==> config.mk <==
export PLATFORM = sky130hd
export DESIGN_NAME = uart_tx_cfg
export DESIGN_NICKNAME = d
export VERILOG_FILES = /design/src/rtl/uart_pkg.sv /design/src/rtl/uart_baud_gen.sv /design/src/rtl/uart_tx_cfg.sv
export SDC_FILE = /design/constraint.sdc
export NUM_CORES = 1
export LEC_CHECK = 0
export ABC_AREA = 1
export CORE_MARGIN = 10
export CORE_UTILIZATION = 40
export CTS_BUF_LIST = sky130_fd_sc_hd__clkbuf_8
export DETAILED_ROUTE_END_ITERATION = 16
export HOLD_SLACK_MARGIN = 0.08
export SYNTH_ARGS = -nofsm -noshare
export SYNTH_HDL_FRONTEND = slang
export SYNTH_SLANG_ARGS = --single-unit
export TNS_END_PERCENT = 20
==> constraint.sdc <==
create_clock -name clk -period 2.51 [get_ports clk]
set_input_delay 0.753 -clock clk [delete_from_list [all_inputs] [get_ports clk]]
set_output_delay 0.753 -clock clk [all_outputs]
set_load 0.03 [all_outputs]
==> src/rtl/uart_pkg.sv <==
// Shared definitions for the configurable UART transmitter.
// Holds the transmitter FSM state type, bit-index width and parameter limits,
// plus a helper that sizes the baud counter.
package uart_pkg;

  // Transmitter FSM states. PARITY is only reachable when UART_TX_PARITY_EN is defined.
  typedef enum logic [2:0] {
    StIdle,
    StStart,
    StData,
    StParity,
    StStop
  } tx_state_e;

  // Legal parameter ranges.
  localparam int unsigned MIN_DATA_BITS = 5;
  localparam int unsigned MAX_DATA_BITS = 9;
  localparam int unsigned MIN_CLKS_PER_BIT = 2;
  localparam int unsigned MAX_CLKS_PER_BIT = 65535;

  // The bit index walks data bits (up to 9) and stop bits (up to 2).
  localparam int unsigned IDX_W = 4;

  // Width of a down-counter that must hold values 0..n-1.
  function automatic int unsigned cnt_width(input int unsigned n);
    return (n < 2) ? 1 : $clog2(n);
  endfunction

endpackage

==> src/rtl/uart_baud_gen.sv <==
// Reloadable baud-period counter for the UART transmitter.
// Ports:
//   clk      - rising-edge clock
//   reset    - asynchronous active-high reset; clears the counter
//   en       - counter runs while high, held at zero otherwise
//   load     - reload to a full bit period (used when a frame is accepted)
//   bit_tick - high in the last cycle of each bit period
// The counter reloads itself after every tick, so every bit, and therefore every
// FSM state entry, starts a fresh CLKS_PER_BIT period.
module uart_baud_gen
  import uart_pkg::*;
#(
  parameter int unsigned CLKS_PER_BIT = 16
) (
  input  logic clk,
  input  logic reset,
  input  logic en,
  input  logic load,
  output logic bit_tick
);

  localparam int unsigned CNT_W = cnt_width(CLKS_PER_BIT);
  localparam logic [CNT_W-1:0] RELOAD = CNT_W'(CLKS_PER_BIT - 1);

  logic [CNT_W-1:0] cnt_q, cnt_d;

  always_ff @(posedge clk or posedge reset) begin
    if (reset) begin
      cnt_q <= '0;
    end else begin
      cnt_q <= cnt_d;
    end
  end

  always_comb begin
    cnt_d = cnt_q;
    if (load) begin
      cnt_d = RELOAD;
    end else if (!en) begin
      cnt_d = '0;
    end else if (cnt_q == '0) begin
      cnt_d = RELOAD;
    end else begin
      cnt_d = cnt_q - 1'b1;
    end
  end

  assign bit_tick = en & ~load & (cnt_q == '0);

endmodule

==> src/rtl/uart_tx_cfg.sv <==
// Configurable UART transmitter: start bit, DATA_BITS data bits LSB first,
// optional parity bit, STOP_BITS stop bits, each bit CLKS_PER_BIT clocks long.
// Optional feature macro: UART_TX_PARITY_EN adds a parity bit after the data
// (parity = XOR of latched data XOR latched parity_odd).
// Ports:
//   clk        - rising-edge clock
//   reset      - asynchronous active-high reset; aborts any frame in flight
//   tx_start   - send request, accepted only while idle
//   tx_data    - payload, latched on acceptance
//   parity_odd - 1 = odd parity, 0 = even; latched on acceptance
//   tx         - registered serial line, idle high
//   tx_busy    - high from acceptance until the tx_done edge
//   tx_done    - one-cycle pulse when the frame ends
module uart_tx_cfg
  import uart_pkg::*;
#(
  parameter int unsigned CLKS_PER_BIT = 16,
  parameter int unsigned DATA_BITS    = 8,
  parameter int unsigned STOP_BITS    = 1
) (
  input  logic                 clk,
  input  logic                 reset,
  input  logic                 tx_start,
  input  logic [DATA_BITS-1:0] tx_data,
  input  logic                 parity_odd,
  output logic                 tx,
  output logic                 tx_busy,
  output logic                 tx_done
);

  if (CLKS_PER_BIT < MIN_CLKS_PER_BIT || CLKS_PER_BIT > MAX_CLKS_PER_BIT) begin : g_bad_clks
    $error("uart_tx_cfg: CLKS_PER_BIT out of range");
  end
  if (DATA_BITS < MIN_DATA_BITS || DATA_BITS > MAX_DATA_BITS) begin : g_bad_data
    $error("uart_tx_cfg: DATA_BITS out of range");
  end
  if (STOP_BITS < 1 || STOP_BITS > 2) begin : g_bad_stop
    $error("uart_tx_cfg: STOP_BITS must be 1 or 2");
  end

  localparam logic [IDX_W-1:0] LAST_DATA = IDX_W'(DATA_BITS - 1);
  localparam logic [IDX_W-1:0] LAST_STOP = IDX_W'(STOP_BITS - 1);

  tx_state_e            state_q, state_d;
  logic [IDX_W-1:0]     idx_q, idx_d;
  logic [DATA_BITS-1:0] shreg_q, shreg_d;
  logic                 tx_q, tx_d;
  logic                 busy_q, busy_d;
  logic                 done_q, done_d;
  logic                 load;
  logic                 bit_tick;

`ifdef UART_TX_PARITY_EN
  logic par_q, par_d;
`else
  logic unused_parity_odd;
  assign unused_parity_odd = parity_odd;
`endif

  uart_baud_gen #(
    .CLKS_PER_BIT(CLKS_PER_BIT)
  ) u_baud_gen (
    .clk     (clk),
    .reset   (reset),
    .en      (state_q != StIdle),
    .load    (load),
    .bit_tick(bit_tick)
  );

  // State register and registered outputs.
  always_ff @(posedge clk or posedge reset) begin
    if (reset) begin
      state_q <= StIdle;
      idx_q   <= '0;
      shreg_q <= '0;
      tx_q    <= 1'b1;
      busy_q  <= 1'b0;
      done_q  <= 1'b0;
`ifdef UART_TX_PARITY_EN
      par_q   <= 1'b0;
`endif
    end else begin
      state_q <= state_d;
      idx_q   <= idx_d;
      shreg_q <= shreg_d;
      tx_q    <= tx_d;
      busy_q  <= busy_d;
      done_q  <= done_d;
`ifdef UART_TX_PARITY_EN
      par_q   <= par_d;
`endif
    end
  end

  // Next-state logic.
  always_comb begin
    state_d = state_q;
    idx_d   = idx_q;
    shreg_d = shreg_q;
    load    = 1'b0;
`ifdef UART_TX_PARITY_EN
    par_d   = par_q;
`endif
    unique case (state_q)
      StIdle: begin
        if (tx_start) begin
          state_d = StStart;
          idx_d   = '0;
          shreg_d = tx_data;
          load    = 1'b1;
`ifdef UART_TX_PARITY_EN
          par_d   = (^tx_data) ^ parity_odd;
`endif
        end
      end
      StStart: begin
        if (bit_tick) begin
          state_d = StData;
          idx_d   = '0;
        end
      end
      StData: begin
        if (bit_tick) begin
          if (idx_q == LAST_DATA) begin
`ifdef UART_TX_PARITY_EN
            state_d = StParity;
`else
            state_d = StStop;
`endif
            idx_d = '0;
          end else begin
            idx_d   = idx_q + 1'b1;
            shreg_d = shreg_q >> 1;
          end
        end
      end
      StParity: begin
        if (bit_tick) begin
          state_d = StStop;
          idx_d   = '0;
        end
      end
      StStop: begin
        if (bit_tick) begin
          if (idx_q == LAST_STOP) begin
            state_d = StIdle;
            idx_d   = '0;
          end else begin
            idx_d = idx_q + 1'b1;
          end
        end
      end
      default: begin
        state_d = StIdle;
        idx_d   = '0;
      end
    endcase
  end

  // Output logic, computed from the upcoming state so tx changes on the entry edge.
  always_comb begin
    tx_d   = 1'b1;
    busy_d = (state_d != StIdle);
    done_d = (state_q == StStop) && (state_d == StIdle);
    unique case (state_d)
      StStart:  tx_d = 1'b0;
      StData:   tx_d = shreg_d[0];
`ifdef UART_TX_PARITY_EN
      StParity: tx_d = par_d;
`endif
      default:  tx_d = 1'b1;
    endcase
  end

  assign tx      = tx_q;
  assign tx_busy = busy_q;
  assign tx_done = done_q;

endmodule

==> impl_metrics.py <==
metrics = {
    "run_status": {
        "status": "finished clean",
    },
    "detailed_routing": {
        "routedWlPerCell_um": 12.3,
        "first_pass_iters": 5,
        "dr.first_iter.drc_count": 54,
        "finalWirelength_um": 2380,
        "drcViolationCount": 0,
        "ant_nets": 0,
        "vias": 959,
        "viasPerCell": 4.94,
    },
    "layout": {
        "final_util_pct": 50.0,
        "diodes": 0,
        "multi_input_area_um2": 534,
        "nFillCells": 270,
        "num-nets-final": 180,
        "seq_area_um2": 552,
        "drive_gt1_share_pct": 14.1,
        "syn2layout_area_growth_pct": 19.0,
    },
    "synthesis": {
        "ys_seq_elements": 22,
        "yosysTopAreaCellShare_pct": 45.0,
        "yosysTopAreaCell": "dfrtp_1",
        "ys_seq_area_share_pct": 47.2,
        "syn-cell-area_um2": 1170,
        "ys_warn_count": 0,
        "netlist_instances": 145,
        "syn_avg_cell_area_um2": 8.06,
        "synth_nets": 161,
        "synth_area_leaders": "dfrtp_1 (45%), nand2_1 (13%), nand3_1 (5.6%)",
        "ys_types": 22,
    },
    "pwr": {
        "powerDensity_nw_per_um2": 432,
        "p_total_mw": 0.601,
        "ir_drop_v": 0.000254,
        "total_leakage_power_nw": 0.693,
    },
    "timing": {
        "drv_slew": 0,
        "hold_violations": 0,
        "timing.slew.headroom_pct": 77.9,
        "hold_ws_ns": 0.490,
        "finalCritPeriodShare_pct": 87.3,
        "fmax_ghz": 0.456,
        "fin_skew_ns": 0.00544,
        "max_slew.worst_pin.slew_ns": 0.330,
        "tns_ns": 0,
        "setup_violations": 0,
        "period_needed_ns": 2.19,
        "rsz0062_at_grt": "false",
    },
    "worst_setup_path": {
        "worst_r2r_path_depth": 8,
        "crit_chain": "clkdlybuf4s50_1",
        "required_ns": 1.76,
        "crit_type": "register to primary output",
        "crit_path_max_incr_delay_ns": 0.66,
        "crit_cells": 1,
        "rr_startpoint": "u_baud_gen.cnt_q[0]",
        "worst_path_dominant_cell_family": "buffers and inverters",
        "crit_arrival_ns": 1.44,
        "cp-start-kind": "register",
        "crit_end": "tx",
        "slowest_stage": "clkdlybuf4s50_1",
        "critical_path_buf_inv_count": 1,
        "crit_start": "tx",
        "crit_fanout": 1,
        "r2r_slack_ns": 0.97,
        "end_kind": "primary output",
        "r2r-end": "shreg_q[2]",
    },
    "die": {
        "die_h_um": 74.1,
        "rows": 19,
        "ioPinCount": 15,
        "core_region_area_um2": 2780,
        "die_w_um": 74.1,
        "dieArea_um2": 5480,
        "start_util_pct": 42.0,
    },
    "clocking": {
        "cts_root_buf": "clkbuf_8",
        "htree_levels": 1,
        "hold_buffers": 0,
        "clock_latency_ns": 0.26,
        "cts_tree": "yes",
        "path_clk_slew_ns": 0.08,
        "clockBufferDepth": 2,
        "cts_sinks": 22,
        "postCtsSetupBuffers": 0,
        "cts_buffers": 3,
        "ctsResizeCount": 0,
    },
    "global_route": {
        "antenna_found_initial": 0,
        "grt_overflow": 0,
        "grt_pass1_wl_um": 4300,
        "grt_max_degree": 15,
        "grt_pass1_vias": 1032,
        "grt_usage_pct": 9.74,
    },
    "placed_design": {
        "dp_hpwl_um": 1880,
        "gpl.final_weighted_congestion": 0.858,
        "portBuffers": 13,
    },
    "job": {
        "max_cap_violations": 0,
    },
    "worst_hold_path": {
        "min_from": "shreg_q[3]",
        "hold_path_class": "register to register",
    },
}
[cell families (layout without fill, tap and decap cells)]
kind of cell	after synthesis	after routing	share of synthesized area (%)
flops	22	22	47.2
compound gates	19	19	10.6
buf+inv	22	40	7.07
xor+xnor	1	1	0.750
fa+ha+maj	4	4	4.28
simple gates	77	77	30.1
[synthesized netlist by cell type]
library cell and n:
a21oi_1 2, a22oi_1 6, dfrtp_1 21, dfstp_2 1
ha_1 4, inv_1 17, inv_2 5, nand2_1 40
nand2_2 5, nand3_1 13, nand3_2 1, nand3b_1 1
nor2_1 11, nor2_2 3, nor2_4 2, nor3_1 1
o21a_1 1, o21ai_0 6, o21ai_1 2, o21ai_2 1
o22ai_2 1, xnor2_1 1
[layout by cell type (no fill, tap or decap), drive strengths merged]
cell,netlist,routed
nand2,45,45
inv,22,23
dfrtp,21,21
nor2,16,16
nand3,14,14
clkdlybuf4s50,0,13
o21ai,9,9
a22oi,6,6
ha,4,4
clkbuf,0,3
a21oi,2,2
xnor2,1,1
nor3,1,1
o21a,1,1
nand3b,1,1
o22ai,1,1
buf,0,1
dfstp,1,1
[through the flow]
stage	setup WS (ns)	area, µm²	instances
after floorplan	1.17	1170	145
after global placement	0.495	1350	190
after detailed placement	0.478	1350	190
after CTS	0.299	1390	194
after global routing	0.285	1390	194
final	0.318	1390	194
[routing by layer]
layer | part of all wire, % | track usage, % | vias to the layer above
met4 | 0.88 | 6.21 | 0
met1 | 45 | 10.8 | 437
met3 | 3.8 | 1.73 | 2
li1 | - | - | 497
met2 | 50 | 16.8 | 23
met5 | 0 | 0 | -
[sequential cells by signal, summed over array words and instances (netlist names)]
register and cells:
tx_busy 1, tx 1, u_baud_gen.cnt_q 4, idx_q 4, shreg_q 8, tx_done 1, state_q 3
[cell type report]
type / instances / area share (%)
sequential: 22 / 39.7
multi-input combinational: 101 / 38.4
timing repair buffer: 14 / 9.90
inverter: 22 / 5.94
clock buffer: 3 / 2.97
tap: 31 / 2.79
clock inverter: 1 / 0.270
[power by group]
part | switching [mW] | internal (mW)
logic | 0.00953 | 0.0148
registers | 0 | 0.354
clock network | 0.113 | 0.109
total | 0.123 | 0.478
[worst min path at each step]
| stage | depth (start not counted) | slack [ns] | end |
|---|---|---|---|
| 2_1_floorplan | 2 | 0.44 | shreg_q[7] |
| 5_1_grt | 2 | 0.52 | shreg_q[2] |
| 3_3_place_gp | 2 | 0.46 | shreg_q[7] |
| 4_1_cts | 2 | 0.49 | shreg_q[1] |
| 6_report | 2 | 0.49 | shreg_q[3] |
| 3_5_place_dp | 2 | 0.47 | shreg_q[1] |
Power figures use the tool's default switching activity.
==> RTL change, RTL diff (config.mk and constraints unchanged) <==
Re-encode `tx_state_e` (5 states) as Gray code, 3 bits wide.
--- a/src/rtl/uart_pkg.sv
+++ b/src/rtl/uart_pkg.sv
@@ -5,11 +5,11 @@
 
   // Transmitter FSM states. PARITY is only reachable when UART_TX_PARITY_EN is defined.
   typedef enum logic [2:0] {
-    StIdle,
-    StStart,
-    StData,
-    StParity,
-    StStop
+    StIdle   = 3'b000,
+    StStart  = 3'b001,
+    StData   = 3'b011,
+    StParity = 3'b010,
+    StStop   = 3'b110
   } tx_state_e;
 
   // Legal parameter ranges.
Formal check against the unedited RTL: no difference found for any inputs over 10 cycles, from zero or initial values and one cycle with reset high; not proved beyond that.
==> RTL change against the unedited design <==
Total power is 0.14% lower; wire length is 5.1% lower; worst setup slack better by 8.4 ps; clock skew is 2.0 ps lower; sequential cell count stayed put; area after synthesis stayed put; first-iteration DRC count is 37% lower; largest power group unchanged; utilization is 0.090 points lower; sequential share of layout area is 0.072 points higher; register-to-register slack better by 30 ps; design area is 0.18% lower.
==> RTL change: results (changes against the unedited design) <==
Fraction of layout cells with a size suffix above 1: 14.9% (was 14.1%)
Cells after Synth: 144 (was 145)
WL/cell: 11.8 um (was 12.3 um)
Worst slew pin tran: 309 ps (was 330 ps)
M1 GR Usage: 11.6% (was 10.8%)
Finished Layout Cells: 192 (was 194)
Hold path depth: 1 (was 2)
Gr usage total: 9.16% (was 9.74%)
Vias per cell: 4.90 (was 4.94)
Nets: 178 (was 180)
Global-route wire length before repair: 4000 um (was 4300 um)
Synth area leaders: dfrtp_1 45%, nand2_1 11%, nand3_1 10%, inv_1 5.1%, ha_1 4.3% (was dfrtp_1 45%, nand2_1 13%, nand3_1 5.6%, inv_1 5.5%, ha_1 4.3%)
Static Leak: 0.684 nW (was 0.693 nW)
Routability cong.: 0.794 (was 0.858)
Clk_skew: 3.48 ps (was 5.44 ps)
Largest net degree at the start of global routing: 23 (was 15)
Met2 usage: 13.4% (was 16.8%)
Commonest cells in the netlist: 33 x nand2_1, 24 x nand3_1, 21 x dfrtp_1, 16 x inv_1 (was 40 x nand2_1, 21 x dfrtp_1, 17 x inv_1, 13 x nand3_1, 11 x nor2_1)
DRT Pass-1 Iters: 4 (was 5)
Peak VDD IR: 0.000318 V (was 0.000254 V)
DP HPWL: 1770 um (was 1880 um)
Outcome: finished clean (unchanged)
Vias in the first global route: 901 (was 1032)
Mapped Nets: 160 (was 161)
Placed instance area: 1340 um2 (was 1350 um2)
Iteration-0 DRC Markers: 34 (was 54)
RTL change: power by group:
part / leakage [nW] / internal (mW) / switching (mW)
clock: 0.0269 / 0.109 / 0.108
sequential: 0.242 / 0.354 / 0
combinational: 0.415 / 0.0162 / 0.0119
RTL change: final timing paths:
path                                               startpoint  slack [ps]                            end
worst max register to register  u_baud_gen.cnt_q[0]$_DFF_PP0_        1000         shreg_q[3]$_DFFE_PP0P_
worst min register to register  u_baud_gen.cnt_q[0]$_DFF_PP0_         480  u_baud_gen.cnt_q[0]$_DFF_PP0_
worst min-delay path            u_baud_gen.cnt_q[0]$_DFF_PP0_         480  u_baud_gen.cnt_q[0]$_DFF_PP0_
worst max-delay path                             tx$_DFF_PP1_         330                             tx
min in group asynchronous                               reset         820  u_baud_gen.cnt_q[2]$_DFF_PP0_
max in group asynchronous                               reset        1420                   tx$_DFF_PP1_
RTL change: final cells by class:
| cell class | count | area (um2) |
|---|---|---|
| sequential | 22 | 552 |
| timing repair buffer | 15 | 145 |
| clock inverter | 1 | 3.75 |
| multi-input combinational | 101 | 533 |
| inverter | 19 | 73.8 |
| clock buffer | 3 | 41.3 |
| tap | 31 | 38.8 |
| fill | 257 | 1390 |
RTL change: logic make-up (layout without fill, tap and decap cells):
logic type | Yosys count | after routing | share of synthesized area, %
fa+ha+maj | 4 | 4 | 4.28
flops | 22 | 22 | 47.2
simple gates | 83 | 83 | 34.9
buf+inv | 21 | 38 | 7.17
compound gates | 13 | 13 | 5.67
xor+xnor | 1 | 1 | 0.750
RTL change: layer usage:
| metal | part of all wire (%) | wire length (um) | vias up |
|---|---|---|---|
| li1 | - | - | 492 |
| met1 | 49 | 1120 | 432 |
| met2 | 44 | 1000 | 12 |
| met3 | 4.4 | 99 | 4 |
| met4 | 1.9 | 44 | 0 |
| met5 | 0 | 0 | - |
RTL change: per-stage QoR:
step | hold slack, ps | total power [mW] | util (%)
floorplan | 438 | 0.370 | -
global placement | 458 | 0.390 | 48.3
detailed placement | 460 | 0.390 | 48.3
global route | 497 | 0.631 | 49.9
finish | 481 | 0.600 | 49.9
CTS | 481 | 0.611 | 49.9
